## config.mk

```make
export PLATFORM = sky130hd
export DESIGN_NAME = ysyx_22040759_mem_stage
export DESIGN_NICKNAME = d
export VERILOG_FILES = /design/src/rtl/ysyx_22040759_mem_stage.sv
export SDC_FILE = /design/constraint.sdc
export NUM_CORES = 1
export LEC_CHECK = 0
export CORE_AREA = 2 2 261 263
export DETAILED_ROUTE_END_ITERATION = 7
export DIE_AREA = 0 0 263 265
export HOLD_SLACK_MARGIN = 0.08
export SYNTH_ARGS = -nofsm -noshare
export SYNTH_HDL_FRONTEND = slang
export SYNTH_SLANG_ARGS = --single-unit
export TNS_END_PERCENT = 50
```

## constraint.sdc

```tcl
create_clock -name clk -period 35.5 [get_ports clk]
set_input_delay 8.875 -clock clk [delete_from_list [all_inputs] [get_ports clk]]
set_output_delay 8.875 -clock clk [all_outputs]
set_load 0.005 [all_outputs]
```

## src/rtl/ysyx_22040759_mem_stage.sv

```systemverilog
// Memory pipeline stage: holds one instruction from EX, runs its load/store over a
// request/response data port, and hands the result to WB under valid/allowin handshakes.
module ysyx_22040759_mem_stage (
    input  logic         clk,
    input  logic         rst,
    input  logic         es_to_ms_valid,
    input  logic [236:0] es_to_ms_bus,
    output logic         ms_allowin,
    output logic         ms_to_ws_valid,
    output logic [231:0] ms_to_ws_bus,
    input  logic         ws_allowin,
    output logic         data_req_valid,
    input  logic         data_req_ready,
    output logic         data_req_wen,
    output logic [63:0]  data_req_addr,
    output logic [63:0]  data_req_wdata,
    output logic [7:0]   data_req_wmask,
    input  logic         data_resp_valid,
    input  logic [63:0]  data_resp_rdata
);

    // state  | meaning
    // S_IDLE | no memory op outstanding (stage empty or holding a non-memory op)
    // S_REQ  | request presented, waiting for data_req_ready
    // S_WAIT | request accepted, waiting for data_resp_valid
    // S_DONE | memory op finished, waiting for WB to take it
    typedef enum logic [1:0] {S_IDLE, S_REQ, S_WAIT, S_DONE} state_t;

    state_t         state_q, state_d;
    logic           ms_valid_q, ms_valid_d;
    logic [236:0]   bus_q;
    logic [63:0]    rdata_q, rdata_d;

    logic           mem_ren, mem_wen, mem_uns, is_mem, new_is_mem;
    logic [1:0]     mem_size;
    logic [2:0]     byte_off;
    logic [63:0]    store_data, alu_result;
    logic           ms_ready_go, capture;
    logic [63:0]    resp_shifted, load_ext;
    logic [7:0]     size_mask;

    assign mem_ren    = bus_q[196];
    assign mem_wen    = bus_q[195];
    assign mem_size   = bus_q[194:193];
    assign mem_uns    = bus_q[192];
    assign store_data = bus_q[191:128];
    assign alu_result = bus_q[127:64];
    assign byte_off   = alu_result[2:0];
    assign is_mem     = mem_ren | mem_wen;
    assign new_is_mem = es_to_ms_bus[196] | es_to_ms_bus[195];

    assign ms_ready_go    = !is_mem || (state_q == S_DONE);
    assign ms_allowin     = !ms_valid_q || (ms_ready_go && ws_allowin);
    assign ms_to_ws_valid = ms_valid_q && ms_ready_go;
    assign capture        = es_to_ms_valid && ms_allowin;
    assign ms_valid_d     = ms_allowin ? es_to_ms_valid : ms_valid_q;

    always_comb begin
        state_d = state_q;
        case (state_q)
            S_IDLE: if (capture && new_is_mem) state_d = S_REQ;
            S_REQ:  if (data_req_ready) state_d = S_WAIT;
            S_WAIT: if (data_resp_valid) state_d = S_DONE;
            S_DONE: if (ws_allowin) state_d = (capture && new_is_mem) ? S_REQ : S_IDLE;
            default: state_d = S_IDLE;
        endcase
    end

    // Request fields come straight from the held bus, so they cannot move during a stall.
    assign data_req_valid = (state_q == S_REQ);
    assign data_req_wen   = mem_wen;
    assign data_req_addr  = {alu_result[63:3], 3'b000};
    assign data_req_wdata = store_data << {byte_off, 3'b000};
    assign data_req_wmask = size_mask << byte_off;

    always_comb begin
        case (mem_size)
            2'd0:    size_mask = 8'h01;
            2'd1:    size_mask = 8'h03;
            2'd2:    size_mask = 8'h0F;
            default: size_mask = 8'hFF;
        endcase
    end

    assign resp_shifted = data_resp_rdata >> {byte_off, 3'b000};

    always_comb begin
        case (mem_size)
            2'd0:    load_ext = mem_uns ? {56'd0, resp_shifted[7:0]}
                                        : {{56{resp_shifted[7]}}, resp_shifted[7:0]};
            2'd1:    load_ext = mem_uns ? {48'd0, resp_shifted[15:0]}
                                        : {{48{resp_shifted[15]}}, resp_shifted[15:0]};
            2'd2:    load_ext = mem_uns ? {32'd0, resp_shifted[31:0]}
                                        : {{32{resp_shifted[31]}}, resp_shifted[31:0]};
            default: load_ext = resp_shifted;
        endcase
    end

    always_comb begin
        rdata_d = rdata_q;
        if (state_q == S_WAIT && data_resp_valid && mem_ren) rdata_d = load_ext;
    end

    always_ff @(posedge clk or negedge rst) begin
        if (!rst) begin
            state_q    <= S_IDLE;
            ms_valid_q <= 1'b0;
            rdata_q    <= 64'd0;
        end else begin
            state_q    <= state_d;
            ms_valid_q <= ms_valid_d;
            rdata_q    <= rdata_d;
        end
    end

    always_ff @(posedge clk) begin
        if (capture) bus_q <= es_to_ms_bus;
    end

    // Stores and non-memory ops always report zero read data.
    assign ms_to_ws_bus = {bus_q[236:197], (mem_ren ? rdata_q : 64'd0), bus_q[127:0]};

endmodule

```

# Yosys cells after proc, flatten, opt, wreduce, memory -nomap -nowiden
# Cells that the tools add are included.
[totals] ff_bits=304 latchBits=0 mem_bits_rw=0 romBits=0 inputBits=307 output_inout_bits=372 wordCells=43 memories=0
[op_classes] add_sub_neg=0 mul=0 div_mod_pow=0 order_cmp=0 n_eq_ne=9 shifts=3 n_mux=12 bitwise_logic=2 n_reduce_logical=13
[op_table] cell="two-way mux 64 bit" count=4
[op_table] cell="case mux 64 bit (3 select lines)" count=1
[op_table] cell="<< shifter 64 x 6 -> 64 bit" count=1
[op_table] cell=">> shifter 64 x 6 -> 64 bit" count=1
[op_table] cell="case mux 8 bit (3 select lines)" count=1
[op_table] cell="two-way mux 2 bit" count=4
[op_table] cell="case mux 2 bit (4 select lines)" count=1
[op_table] cell="<< shifter 8 x 3 -> 8 bit" count=1
[op_table] cell="equality test 2 bit (second input constant)" count=3
[op_table] cell="logical AND 1 bit" count=6
[op_table] cell="!= test 2 bit (second input constant)" count=3
[op_table] cell="equality test 2 x 1 -> 1 bit (second input constant)" count=2
[op_table] cell="zero test 2 bit" count=2
[op_table] cell="AND reduction 4 bit" count=1
[op_table] cell="zero test 1 bit" count=2
[op_table] cell="logical OR 1 bit" count=2
[op_table] cell="!= test 2 x 1 -> 1 bit (second input constant)" count=1
[op_table] cell="bitwise OR 1 bit" count=2
[op_table] cell="two-way mux 1 bit" count=1

# Depth between registers and ports, before layout
[logic_depth] depth_word=10 ltp_mapped=9 depth_no_buf=7

# Worst setup path before layout
# Ideal clock, no wire load.
[synth_path] path_type="in2reg" startpoint="input ws_allowin" endpoint="register bus_q[0] (enable)" setup_ns=0.861 arrival_time_ns=19.375 required_ns=34.638 path_slack_ns=15.263 stages=2 n_path_buf=0 cell_sequence="a21boi_0 > nor2b_1"
[synth_via] elab_chain_cells=3
[synth_lines] element="start: declaration" line_no="11" source="input logic ws_allowin,"
[synth_lines] element="logical AND 1 bit" line_no="53" source="assign ms_allowin = !ms_valid_q || (ms_ready_go && ws_allowin);"
[synth_lines] element="logical OR 1 bit" line_no="53"
[synth_lines] element="logical AND 1 bit" line_no="55" source="assign capture = es_to_ms_valid && ms_allowin;"
[synth_lines] element="via capture" line_no="38" source="logic ms_ready_go, capture;"
[synth_lines] element="end signal: assignment" line_no="117" source="if (capture) bus_q <= es_to_ms_bus;"
[synth_lines] element="end: declaration" line_no="31" source="logic [236:0] bus_q;"
# The timed path passes the listed nets, and every way through them passes these cells.
# A chain may end at the register's enable or synchronous reset.

# Worst setup path in the final report
[layout_path] startpoint="input ws_allowin" endpoint="output ms_allowin"
[layout_via] elab_chain_cells=2
[layout_lines] element="logical AND 1 bit" line_no="53"
[layout_lines] element="logical OR 1 bit" line_no="53"
[layout_lines] element="end: declaration" line_no="8" source="output logic ms_allowin,"
# No other way between the ends.

==> reports/results.ini <==
[finish]
layout_commonest_cell=clkdlybuf4s50_1
final_cells=2640
nNetsFinal=2050
drive_above_1_share_pct=9.17
finalInstanceArea_um2=22600
area_growth_pct=45.1
layout_common_cells=clkdlybuf4s50_1 (674), edfxtp_1 (237), nor2_1 (133), a21oi_1 (120), mux2i_1 (97)

[die]
die_h_um=265
num_io_pins=679
die_x_um=263
initial_core_util_pct=23.4
rows=95
die_area_um2=69700
core_um2=66800

[global_routing]
grt_pass1_vias=12200
grt_pass1_wl_um=91100
grt_max_degree=77
grt.overflow.total=0
antenna_found_initial=6
grt_usage_pct=18.1

[setup_path]
reg2reg_slack_ns=30.57
critPathCapture=ms_allowin
cp-start-kind=input port
r2r-end=bus_q[186]
cp_max_fo=5
arrival_ns=10.57
worstRegToRegCells=7
path_class=input port to output port
end_kind=output port
cp.required_ns=26.62
startpoint=ws_allowin
timing.rr.start=bus_q[196]

[detailed_routing]
drt-initial-drc-count=937
drc=0
wl_um=65500
num_vias=11800
routed_via_density=4.46
postRouteAntennaNets=0
firstDrtPassIters=5
wl_per_cell_um=24.8

[sta]
timing.hold.ws_ns=0.476
rsz0062_at_grt=no
min_period_over_period_pct=54.8
fin_setup_tns_ns=0
fin_ws_ns=16.06
worstMarginPinSlew_ns=1.03
hold_violations=0
relSlewSlack_pct=31.6
skew_ns=0.0268
drv_slew=0
setup_viol=0
period_needed_ns=19.44
max_freq_ghz=0.0514

[place]
placed_cells=2572
gp_congestion=0.957
dpl_cell_area_um2=21500
pre_cts_slack_ns=16.09
dp_hpwl_um=51100
portBuffers=675

[clock_network]
cts_tree=built
clk-insertion-delay-late_ns=0.55
post_cts_buffers=0
cts_num_sinks=304
root_buffer=clkbuf_16
cts_buffers=37
ctsResizeCount=0
clock_path_buffers=3
cts_hold_buffers=0
clk_pin_slew_ns=0.05
htreeDepth=2

[synthesis]
synthDistinctLibCells=51
ys.flop_type=edfxtp_1
async_reset_ff_share_pct=22.0
syn_avg_cell_area_um2=11.9
syn-cell-area_um2=15600
synth_edf_count=237
yosys_warnings=0
synth-seq-area-share_pct=56.3
ys_ff_latch=304
synthCells=1312

[run_status]
status=complete, no violations

[min_path]
hp-class=flop to flop

[power_and_ir_drop]
p_per_area_nw_per_um2=57.9
ir_drop_mv=0.0443
power.leakage_nw=8.22

[job]
max_cap_viol_count=0

==> synth_stat cells, types with 10 or more instances <==
cell type	count	area share, %
mux2_2	31	2.2
a21oi_2	30	1.7
clkbuf_1	36	0.87
nor2_1	133	3.2
nor2b_1	12	0.48
a211oi_1	14	0.67
o21ai_0	24	0.77
buf_4	242	12
mux2i_1	97	6.2
dfrtp_1	67	11
a21oi_1	120	3.8
edfxtp_1	237	46
buf_2	17	0.55
buf_6	10	0.72
nand2_1	46	1.1
a221oi_1	14	0.79
and2_1	80	3.2
==> report_power, final <==
part	internal (W)	total [W]	switching, W
sequential	0.000470	0.000511	0.0000415
clock	0.000220	0.000376	0.000156
combinational	0.000220	0.000423	0.000204
total	0.000910	0.00131	0.000401
==> per-layer routing <==
layer  up-vias  share of wire [%]  global-route usage (%)
li1       5280                  -                       -
met1      5738                 35                    19.3
met2       628                 51                    32.8
met3       107                8.9                    6.09
met4        12                4.4                    7.66
met5         -               0.11                       0
==> cell type report <==
type                       count  area [µm²]
clock inverter                19         199
clock buffer                  48         987
antenna                        1        2.50
multi-input combinational    690        4630
sequential                   304        8790
fill                        6608       44200
inverter                      10        37.5
tap                          873        1090
timing repair buffer         695        6900
==> state kept, by name (all words and copies together) (netlist names) <==
name        cells
bus_q         237
state_q         2
rdata_q        64
ms_valid_q      1
==> cell families after synthesis <==
logic type / count (synthesis) / share of synthesized area [%]
buf+inv: 320 / 14.1
flops: 304 / 56.3
simple gates: 296 / 9.15
compound gates: 248 / 10.2
mux: 138 / 9.76
fa+ha+maj: 5 / 0.401
other cells: 1 / 0.0240
==> worst max-delay path, stage by stage <==
cell and delay, ns:
clkdlybuf4s50_1 0.43, a21boi_0 0.62, inv_1 0.14, clkdlybuf4s50_1 0.49
==> metrics by stage <==
step / power [W] / utilization (%)
after global routing: 0.00137 / 33.9
after floorplan: 0.000739 / -
after global placement: 0.000937 / 32.1
after CTS: 0.00133 / 33.9
final: 0.00131 / 33.9
after detailed placement: 0.000943 / 32.1
==> worst min-delay path by stage <==
stage	start	end	slack (ns)	cells after the start
after floorplan	rdata_q[7]	rdata_q[7]	0.44	2
after global placement	rdata_q[0]	rdata_q[0]	0.46	2
after detailed placement	rdata_q[7]	rdata_q[7]	0.47	2
after CTS	rdata_q[7]	rdata_q[7]	0.48	2
after global routing	rdata_q[0]	rdata_q[0]	0.50	2
final	rdata_q[7]	rdata_q[7]	0.48	2
No activity file was read; power rests on OpenSTA's default activity.
